[src/rtl/sdram_arbiter.sv]
// sdram_arbiter: fixed-priority arbiter of N_REQ SDRAM clients onto the single SDRAMBus request port
//   i_clk, i_rst                    clock and asynchronous active-high reset
//   req_read/write/addr/writedata   per-client requests, held until that client's req_finished
//   req_readdata, req_finished      shared read data and one-hot completion pulse to the granted client
//   sdram_read/write/addr/writedata registered command held for the whole transaction
//   sdram_readdata, sdram_finished  response from the bus
//   o_grant, o_busy, o_timeout      last grant index, BUSY flag, sticky watchdog abort
module sdram_arbiter #(
  parameter int N_REQ   = 5,
  parameter int TIMEOUT = 4096
) (
  input  logic               i_clk,
  input  logic               i_rst,
  input  logic [N_REQ-1:0]   req_read,
  input  logic [N_REQ-1:0]   req_write,
  input  logic [N_REQ*23-1:0] req_addr,
  input  logic [N_REQ*32-1:0] req_writedata,
  output logic [31:0]        req_readdata,
  output logic [N_REQ-1:0]   req_finished,
  output logic               sdram_read,
  output logic               sdram_write,
  output logic [22:0]        sdram_addr,
  output logic [31:0]        sdram_writedata,
  input  logic [31:0]        sdram_readdata,
  input  logic               sdram_finished,
  output logic [2:0]         o_grant,
  output logic               o_busy,
  output logic               o_timeout
);
  typedef enum logic [1:0] {IDLE, BUSY, RELEASE} state_t;
  state_t state_q, state_d;
  logic [15:0] wd_q, wd_d;
  logic [2:0] grant_q, grant_d;
  logic rd_q, rd_d, wr_q, wr_d, to_q, to_d;
  logic [22:0] addr_q, addr_d;
  logic [31:0] wdata_q, wdata_d;
  logic [N_REQ-1:0] req;
  logic [2:0] g;
  logic busy, expire, done;
  assign req = req_read | req_write;
  assign busy = state_q == BUSY;
  // a real completion in the last watchdog cycle wins over the abort
  assign expire = busy && !sdram_finished && wd_q == 16'(TIMEOUT - 1);
  assign done = busy && (sdram_finished || expire);
  assign req_finished = done ? N_REQ'(1) << grant_q : '0;
  assign req_readdata = busy && sdram_finished ? sdram_readdata : '0;
  assign sdram_read = rd_q;
  assign sdram_write = wr_q;
  assign sdram_addr = addr_q;
  assign sdram_writedata = wdata_q;
  assign o_grant = grant_q;
  assign o_busy = busy;
  assign o_timeout = to_q;
  always_comb begin
    g = '0;
    for (int i = N_REQ - 1; i >= 0; i--) g = req[i] ? 3'(i) : g;
  end
  always_comb begin
    state_d = state_q;
    wd_d = wd_q;
    grant_d = grant_q;
    rd_d = rd_q;
    wr_d = wr_q;
    to_d = to_q;
    addr_d = addr_q;
    wdata_d = wdata_q;
    case (state_q)
      IDLE: if (|req) begin
        state_d = BUSY;
        wd_d = '0;
        grant_d = g;
        wr_d = req_write[g];
        rd_d = req_read[g] & ~req_write[g];
        addr_d = req_addr[23*g +: 23];
        wdata_d = req_writedata[32*g +: 32];
      end
      BUSY: begin
        wd_d = wd_q + 16'd1;
        to_d = to_q | expire;
        rd_d = done ? 1'b0 : rd_q;
        wr_d = done ? 1'b0 : wr_q;
        state_d = done ? RELEASE : BUSY;
      end
      default: state_d = IDLE;
    endcase
  end
  always_ff @(posedge i_clk or posedge i_rst) begin
    if (i_rst) begin
      state_q <= IDLE;
      wd_q <= '0;
      grant_q <= '0;
      rd_q <= 1'b0;
      wr_q <= 1'b0;
      to_q <= 1'b0;
      addr_q <= '0;
      wdata_q <= '0;
    end else begin
      state_q <= state_d;
      wd_q <= wd_d;
      grant_q <= grant_d;
      rd_q <= rd_d;
      wr_q <= wr_d;
      to_q <= to_d;
      addr_q <= addr_d;
      wdata_q <= wdata_d;
    end
  end
endmodule

[config.mk]
export PLATFORM = sky130hd
export DESIGN_NAME = sdram_arbiter
export DESIGN_NICKNAME = d
export VERILOG_FILES = /design/src/rtl/sdram_arbiter.sv
export SDC_FILE = /design/constraint.sdc
export NUM_CORES = 1
export LEC_CHECK = 0
export BUFFER_PORTS_ARGS = -buffer_cell sky130_fd_sc_hd__clkbuf_2
export CORE_AREA = 2 2 164 166
export DETAILED_ROUTE_END_ITERATION = 12
export DIE_AREA = 0 0 166 168
export PLACE_DENSITY_LB_ADDON = 0.25
export SKIP_LAST_GASP = 1
export SLEW_MARGIN = 20
export SYNTH_ARGS = -nofsm -noshare
export SYNTH_HDL_FRONTEND = slang
export SYNTH_SLANG_ARGS = --single-unit
[constraint.sdc]
create_clock -name i_clk -period 1.85 [get_ports i_clk]
set_input_delay 0 -clock i_clk [delete_from_list [all_inputs] [get_ports i_clk]]
set_output_delay 0 -clock i_clk [all_outputs]
set_load 0.1 [all_outputs]
# Word level (Yosys, flattened, before mapping)
# Cells that the tools add are included.
dict set report totals {
  elab_cells 55
  ff_bits 79
  inputBits 320
}
dict set report classes {
  n_mul 1
  n_shift 3
  n_reduce_logical 12
  n_lt_le_gt_ge 1
  n_mux 21
  addsub 1
  bitwise 4
  n_eq_ne 4
}
# cell n
set ops {}
lappend ops {{160-bit by 9-bit variable part select with 32-bit output} 1}
lappend ops {{115-bit by 9-bit variable part select with 23-bit output} 1}
lappend ops {{32-bit 2-to-1 mux} 1}
lappend ops {{16-bit one-hot mux with 2 select lines} 1}
lappend ops {{16-bit by 1-bit adder with 16-bit output (second input constant)} 1}
lappend ops {{16-bit by 12-bit equality test with 1-bit output (second input constant)} 1}
lappend ops {{16-bit 2-to-1 mux} 1}
lappend ops {{3-bit 2-to-1 mux} 5}
lappend ops {{5-bit by 3-bit multiplier with 8-bit output (first input constant)} 1}
lappend ops {{1-bit binary-select mux with 3-bit select} 2}
lappend ops {{1-bit 2-to-1 mux} 5}
lappend ops {{5-bit 2-to-1 mux} 1}
lappend ops {{5-bit bitwise OR} 1}
lappend ops {{5-bit OR reduction} 1}
lappend ops {{1-bit by 3-bit left shift with 5-bit output (first input constant)} 1}
lappend ops {{1-bit logical AND} 4}
lappend ops {{3-bit by 4-bit < comparator with 1-bit output (second input constant)} 1}
lappend ops {{2-bit 2-to-1 mux} 2}
lappend ops {{1-bit one-hot mux with 2 select lines} 2}
lappend ops {{2-bit one-hot mux with 2 select lines} 1}
lappend ops {{2-bit AND reduction} 2}
lappend ops {{3-bit AND reduction} 1}
lappend ops {{2-bit by 1-bit equality test with 1-bit output (second input constant)} 1}
lappend ops {{2-bit zero test} 1}
lappend ops {{other kinds (8)} 8}

# Depth between registers and ports, before layout
# Gate-level depths: netlist of the first run.
dict set report logic_depth {
  word_depth 12
  depth_mapped 8
  mapped_depth_nobuf 6
}

# Worst setup path before layout of the first run
# OpenSTA, ideal clock, no wires.
dict set report synth_timing {
  path_kind {register -> output}
  from {register wd_q[12]}
  to {output port req_finished[4]}
  t_arrival_ps 4527
  setup_slack_ps -2677
  stages_incl_launch_ff 5
  required_ps 1850
  path_buffers 0
  cell_sequence {dfrtp_1 -> or4_1 -> nor4_1 -> o21ai_1 -> nor4b_1}
}
dict set report synth_via {
  elab_chain_len 5
}
# item line
set synth_lines {}
lappend synth_lines {{start, declared} 32} ;# logic [15:0] wd_q, wd_d;
lappend synth_lines {{start signal, assigned} 99} ;# wd_q <= wd_d;
lappend synth_lines {{16-bit by 12-bit equality test with 1-bit output} 43} ;# assign expire = busy && !sdram_finished && wd_q == 16'(TIMEOUT - 1);
lappend synth_lines {{1-bit logical AND} 43}
lappend synth_lines {{1-bit logical OR} 44} ;# assign done = busy && (sdram_finished || expire);
lappend synth_lines {{1-bit logical AND} 44}
lappend synth_lines {{5-bit 2-to-1 mux} 45} ;# assign req_finished = done ? N_REQ'(1) << grant_q : '0;
lappend synth_lines {{end, declared} 19} ;# output logic [N_REQ-1:0] req_finished,
# No other way between the ends.

# Worst setup path after layout of the first run
dict set report layout_timing {
  from {register wd_q[12]}
  to {output port req_finished[2]}
}
# The elaborated chain is that of the path after synthesis.

==> flow_summary.toml, run 1 <==
[synth]
synthTopCellsByArea = "dfrtp_1, nand2_1, o22a_1"
synth_async_sr_flop_share_pct = 100
avgSynthCellArea_um2 = 7.94
yosys_warnings = 0
netlist_area_um2 = 5410
syn-num-nets = 1002
ys_ff_latch = 79
ys_types = 49
ys_seq_area_share_pct = 36.6
synth_edf_count = 0
synth_top_area_cell = "dfrtp_1"
syn_inst = 681
synth_top_cell_area_share_pct = 36.6
synth_flop_cell = "dfrtp_1"

[clocking]
cts_tree = "done"
numClockSinks = 79
worstSkewPairLatency_ns = 0.34
clk_pin_slew_ns = 0.06
clock-root-buffer = "clkbuf_16"
cts_made_buffers = 9
cts_buffer_depth = 2
h-tree-depth = 3

[die]
dieArea_um2 = 27900
initial_core_util_pct = 20.5
io-pin-count = 419
fp.dieH_um = 168
core_um2 = 26400
dieWidth_um = 166
row_count = 60

[outcome]
status = "finished with violations"
violations = "negative setup slack"

[worst_setup_path]
crit_path_max_fanout = 7
path_class = "reg -> out"
reg2regPathDepth = 5
endpoint_kind = "output pin"
worstPathArrival_ns = 2.23
crit_required_ns = 1.85
r2r-start = "wd_q[12]"
r2r-end = "sdram_read"
endpoint = "req_finished[2]"
cp-startpoint = "wd_q[12]"
ff2ff_setup_slack_ns = 0.23
startpoint_type = "flop"

[detailed_routing]
finalWirelength_um = 25400
post-route-drc-count = 0
wire_per_inst_um = 16.9
drt-pass1-iter-count = 4
drt-initial-drc-count = 311
via_per_inst = 4.69
vias = 7059
ant_nets = 0

[timing]
max_freq_mhz = 449
min_period_over_period_pct = 120
hold_viol_final = 0
fin_crit_ns = 2.23
setup_tns_ns = -1.73
worst_pin_slew_ns = 0.618
finalSetupViolCount = 5
drv_slew = 0
setup_slack_ns = -0.378
rsz0062_at_grt = "yes"
finalClockSkew_ns = 0.00898
relSlewSlack_pct = 59.0

[layout]
multi_input_area_um2 = 3250
final-seq-area_um2 = 1980
syn_to_final_growth_pct = 80.3
nNetsFinal = 1478
layout_commonest_cell = "clkbuf_2"
mostFrequentLayoutCells = "clkbuf_2, nand2_1, dfrtp_1"
drive_gt1_share_pct = 47.3
n_fill_cell = 2732

[power_and_ir_drop]
peakVddDrop_mv = 0.894
total_leakage_power_nw = 4.69
p_total_mw = 15.2
power.density_nw_per_um2 = 1550

[global_route]
grt_max_degree = 80
grt_pass1_wl_um = 39100
antenna_found_initial = 1
gr-usage-all-layers_pct = 17.9
gr-total-overflow = 0
grt_pass1_vias = 7066

[hold_path]
hp-class = "in -> reg"
hp-start = "sdram_finished"

[flow_run]
maxCapViolCount = 0

[placed_design]
io_buffers = 418
dp_hpwl_um = 19700
place_congestion = 0.907
==> how the worst min path moves through the flow <==
stage,end,slack (ns),cells after the start
2_1_floorplan,o_timeout,0.1,1
3_3_place_gp,sdram_writedata[10],0.15,3
3_5_place_dp,sdram_writedata[10],0.15,3
4_1_cts,sdram_writedata[4],0.005,3
5_1_grt,sdram_writedata[4],0.04,3
6_report,state_q[0],0.01,2
==> kinds of logic after synthesis <==
kind of cell,share of synthesized area [%]
and+or+nand+nor,27.4
AOI/OAI and AO/OA,29.5
DFF,36.6
buffers and inverters,5.65
xor gates and xnor gates,0.648
adders and majority gates,0.231
==> cell type report <==
type                    instances  share of cell area (%)
clock inverters                 5                   0.847
flip-flops and latches         79                    20.3
diodes                          1                  0.0257
inverters                       7                   0.308
repair buffers                522                    38.4
well taps                     341                    4.38
clock buffers                  11                    2.39
multi-input cells             538                    33.4
==> Yosys cell counts, types with 9 or more instances <==
cell type	number
o22a_1	45
dfrtp_1	79
a31oi_1	10
and3_1	35
nor2_1	32
a21oi_1	20
a32oi_1	44
nand3_1	10
or2_2	49
o22ai_1	9
nand2_1	161
o21ai_0	52
clkbuf_1	30
buf_2	18
o21ai_1	12
==> where the power goes <==
part           switching [mW]  internal, mW
Sequential              0.491          2.45
Clock                   0.736          1.18
Combinational            8.02          2.27
Total                    9.25          5.91
==> metrics by stage <==
stage	utilization (%)	cell area [um^2]	std cells	worst slack (ns)	hold WS (ns)
after detailed placement	33.4	8790	1423	-0.0770	0.152
after global placement	33.4	8790	1423	-0.0703	0.149
after floorplan	-	5520	681	-0.595	0.0979
final	37.0	9750	1504	-0.378	0.0133
after CTS	36.9	9730	1502	-0.448	0.00524
after global routing	37.0	9750	1503	-0.507	0.0353
==> routing by layer <==
metal	wire length, um	GRT usage, %	share of wire (%)
met5	0	0	0
met4	748	6.96	2.9
met3	1700	3.76	6.7
met1	11000	22.9	43
met2	12000	29.5	47
==> sequential cells by signal (all words and copies together), names as in the netlist <==
register and cells:
sdram_read 1, state_q 2, sdram_write 1, o_timeout 1, sdram_addr 23, wd_q 16, sdram_writedata 32, o_grant 3
==> what timing repair did <==
action / 4_1_cts / 5_1_grt
pin swaps: 0 / 1
resized for setup: 0 / 2
setup buffers: 2 / 1
hold buffers: 61 / 0
endpoints found under the setup margin: 5 / 37
gates cloned: 0 / 0
hold endpoints to repair: 133 / 0
==> worst max-delay path, cell delays in order, from the launching register on <==
cell and delay (ns):
dfrtp_1 0.37, or4_4 0.56, nor4_4 0.24, o21ai_4 0.16, nor4_4 0.34, buf_12 0.21
Power figures use the tool's default switching activity.
==> run 2: changes to the inputs <==
clock period = 2 ns   (was 1.85 ns; I/O delays follow)
==> flow_summary.toml, run 2 (same netlist as run 1, synthesis figures left out) <==
[detailed_routing]
vias = 7018
ant_nets = 0
finalWirelength_um = 26000
wire_per_inst_um = 17.3
drt-pass1-iter-count = 4
via_per_inst = 4.66
drt-initial-drc-count = 397
post-route-drc-count = 0

[clocking]
cts_buffer_depth = 2
cts_made_buffers = 9
clock-root-buffer = "clkbuf_16"
cts_tree = "done"
clk_pin_slew_ns = 0.06
h-tree-depth = 3
worstSkewPairLatency_ns = 0.35
numClockSinks = 79

[placed_design]
dp_hpwl_um = 19800
place_congestion = 0.928
place_area_um2 = 8790
io_buffers = 418
place_inst = 1426

[worst_setup_path]
crit_required_ns = 2.00
endpoint_kind = "output pin"
path_class = "reg -> out"
crit_path_max_fanout = 5
crit_chain = "or4_4 > nor4_4 > o21ai_4 > nor4_4 > buf_12"
critPathSlowestCell = "or4_4"
cpMostUsedCell = "nor4_4"
cpPeakStageDelay_ns = 0.56
startpoint_type = "flop"
worstPathArrival_ns = 2.22

[global_route]
gr-usage-all-layers_pct = 18.2
grt_max_degree = 80
grt_pass1_vias = 6983
antenna_found_initial = 1
gr-total-overflow = 0
grt_pass1_wl_um = 39900

[outcome]
violations = "negative setup slack"
status = "finished with violations"

[die]
core_um2 = 26400
io-pin-count = 419
fp.dieH_um = 168
row_count = 60
dieWidth_um = 166
dieArea_um2 = 27900
initial_core_util_pct = 20.5

[layout]
final_cells = 1506
layout_commonest_cell = "clkbuf_2"
nNetsFinal = 1480
fin_util_pct = 36.8
mostFrequentLayoutCells = "clkbuf_2, nand2_1, dfrtp_1"
syn_to_final_growth_pct = 79.5
largest_reg_flops = 32
final_cell_area_um2 = 9700
drive_gt1_share_pct = 47.7

[timing]
worst_pin_slew_ns = 0.612
min_period_over_period_pct = 111
setup_slack_ns = -0.217
max_freq_mhz = 451
rsz0062_at_grt = "yes"
drv_slew = 0
hold_viol_final = 0
finalClockSkew_ns = 0.00604
relSlewSlack_pct = 59.1
finalSetupViolCount = 5
setup_tns_ns = -0.924
fin_crit_ns = 2.22
holdWs_ns = 0.0157

[flow_run]
maxCapViolCount = 0

[hold_path]
hp-class = "in -> reg"

[power_and_ir_drop]
peakVddDrop_mv = 1.12
power.density_nw_per_um2 = 1430
total_leakage_power_nw = 4.67
## run 2: repair_timing
item,in CTS,in global routing
hold buffers,59,0
buffers inserted,2,2
pin swaps,1,0
setup endpoints to repair,5,5
resized for setup,0,1
hold endpoints to repair,133,0
## run 2: routing by layer
metal  wire length [um]  up-vias  track usage [%]
met5                  0        -                0
met4                487        0             5.18
met3               1730       30             4.21
met2              12300      271             30.2
met1              11400     3260             23.7
li1                   -     3457                -
## run 2: layout make-up
type,count,area (um^2)
fillers,2762,16600
repair buffers,524,3720
multi-input cells,538,3260
flip-flops and latches,79,1980
well taps,341,427
clock buffers,11,233
clock inverters,5,58.8
inverters,7,30.0
diodes,1,2.50
## run 2: worst paths after layout
path / startpoint / end / slack [ns] / cells after the start
setup / recovery: wd_q[12] / req_finished[2] / -0.22 / 5
hold / removal: req_writedata[1] / sdram_writedata[1] / 0.02 / 3
setup reg to reg: wd_q[12] / sdram_read / 0.26 / 6
hold reg to reg: sdram_addr[20] / sdram_addr[20] / 0.48 / 2
max in group asynchronous: i_rst / sdram_writedata[24] / 1.31 / 4
min in group asynchronous: i_rst / sdram_writedata[7] / 0.31 / 4
## run 2: stage by stage
| stage | worst slack, ns | power [mW] |
|---|---|---|
| 6_report | -0.217 | 13.9 |
| 5_1_grt | -0.318 | 14.6 |
| 4_1_cts | -0.258 | 14.0 |
| 3_5_place_dp | 0.0728 | 12.2 |
| 3_3_place_gp | 0.0851 | 12.1 |
| 2_1_floorplan | -0.445 | 9.81 |
## run 2: power by group
part / leakage [nW] / switching [mW] / internal [mW]
logic: 3.57 / 7.42 / 2.09
clock network: 0.136 / 0.708 / 0.969
registers: 0.972 / 0.460 / 2.27
## run 2: worst max-delay path: cells and delay by family (launching register included)
| kind | cells | cell delay [ns] |
|---|---|---|
| AOI/OAI and AO/OA | 1 | 0.15 |
| buffers and inverters | 1 | 0.21 |
| and+or+nand+nor | 3 | 1.13 |
| DFF | 1 | 0.38 |
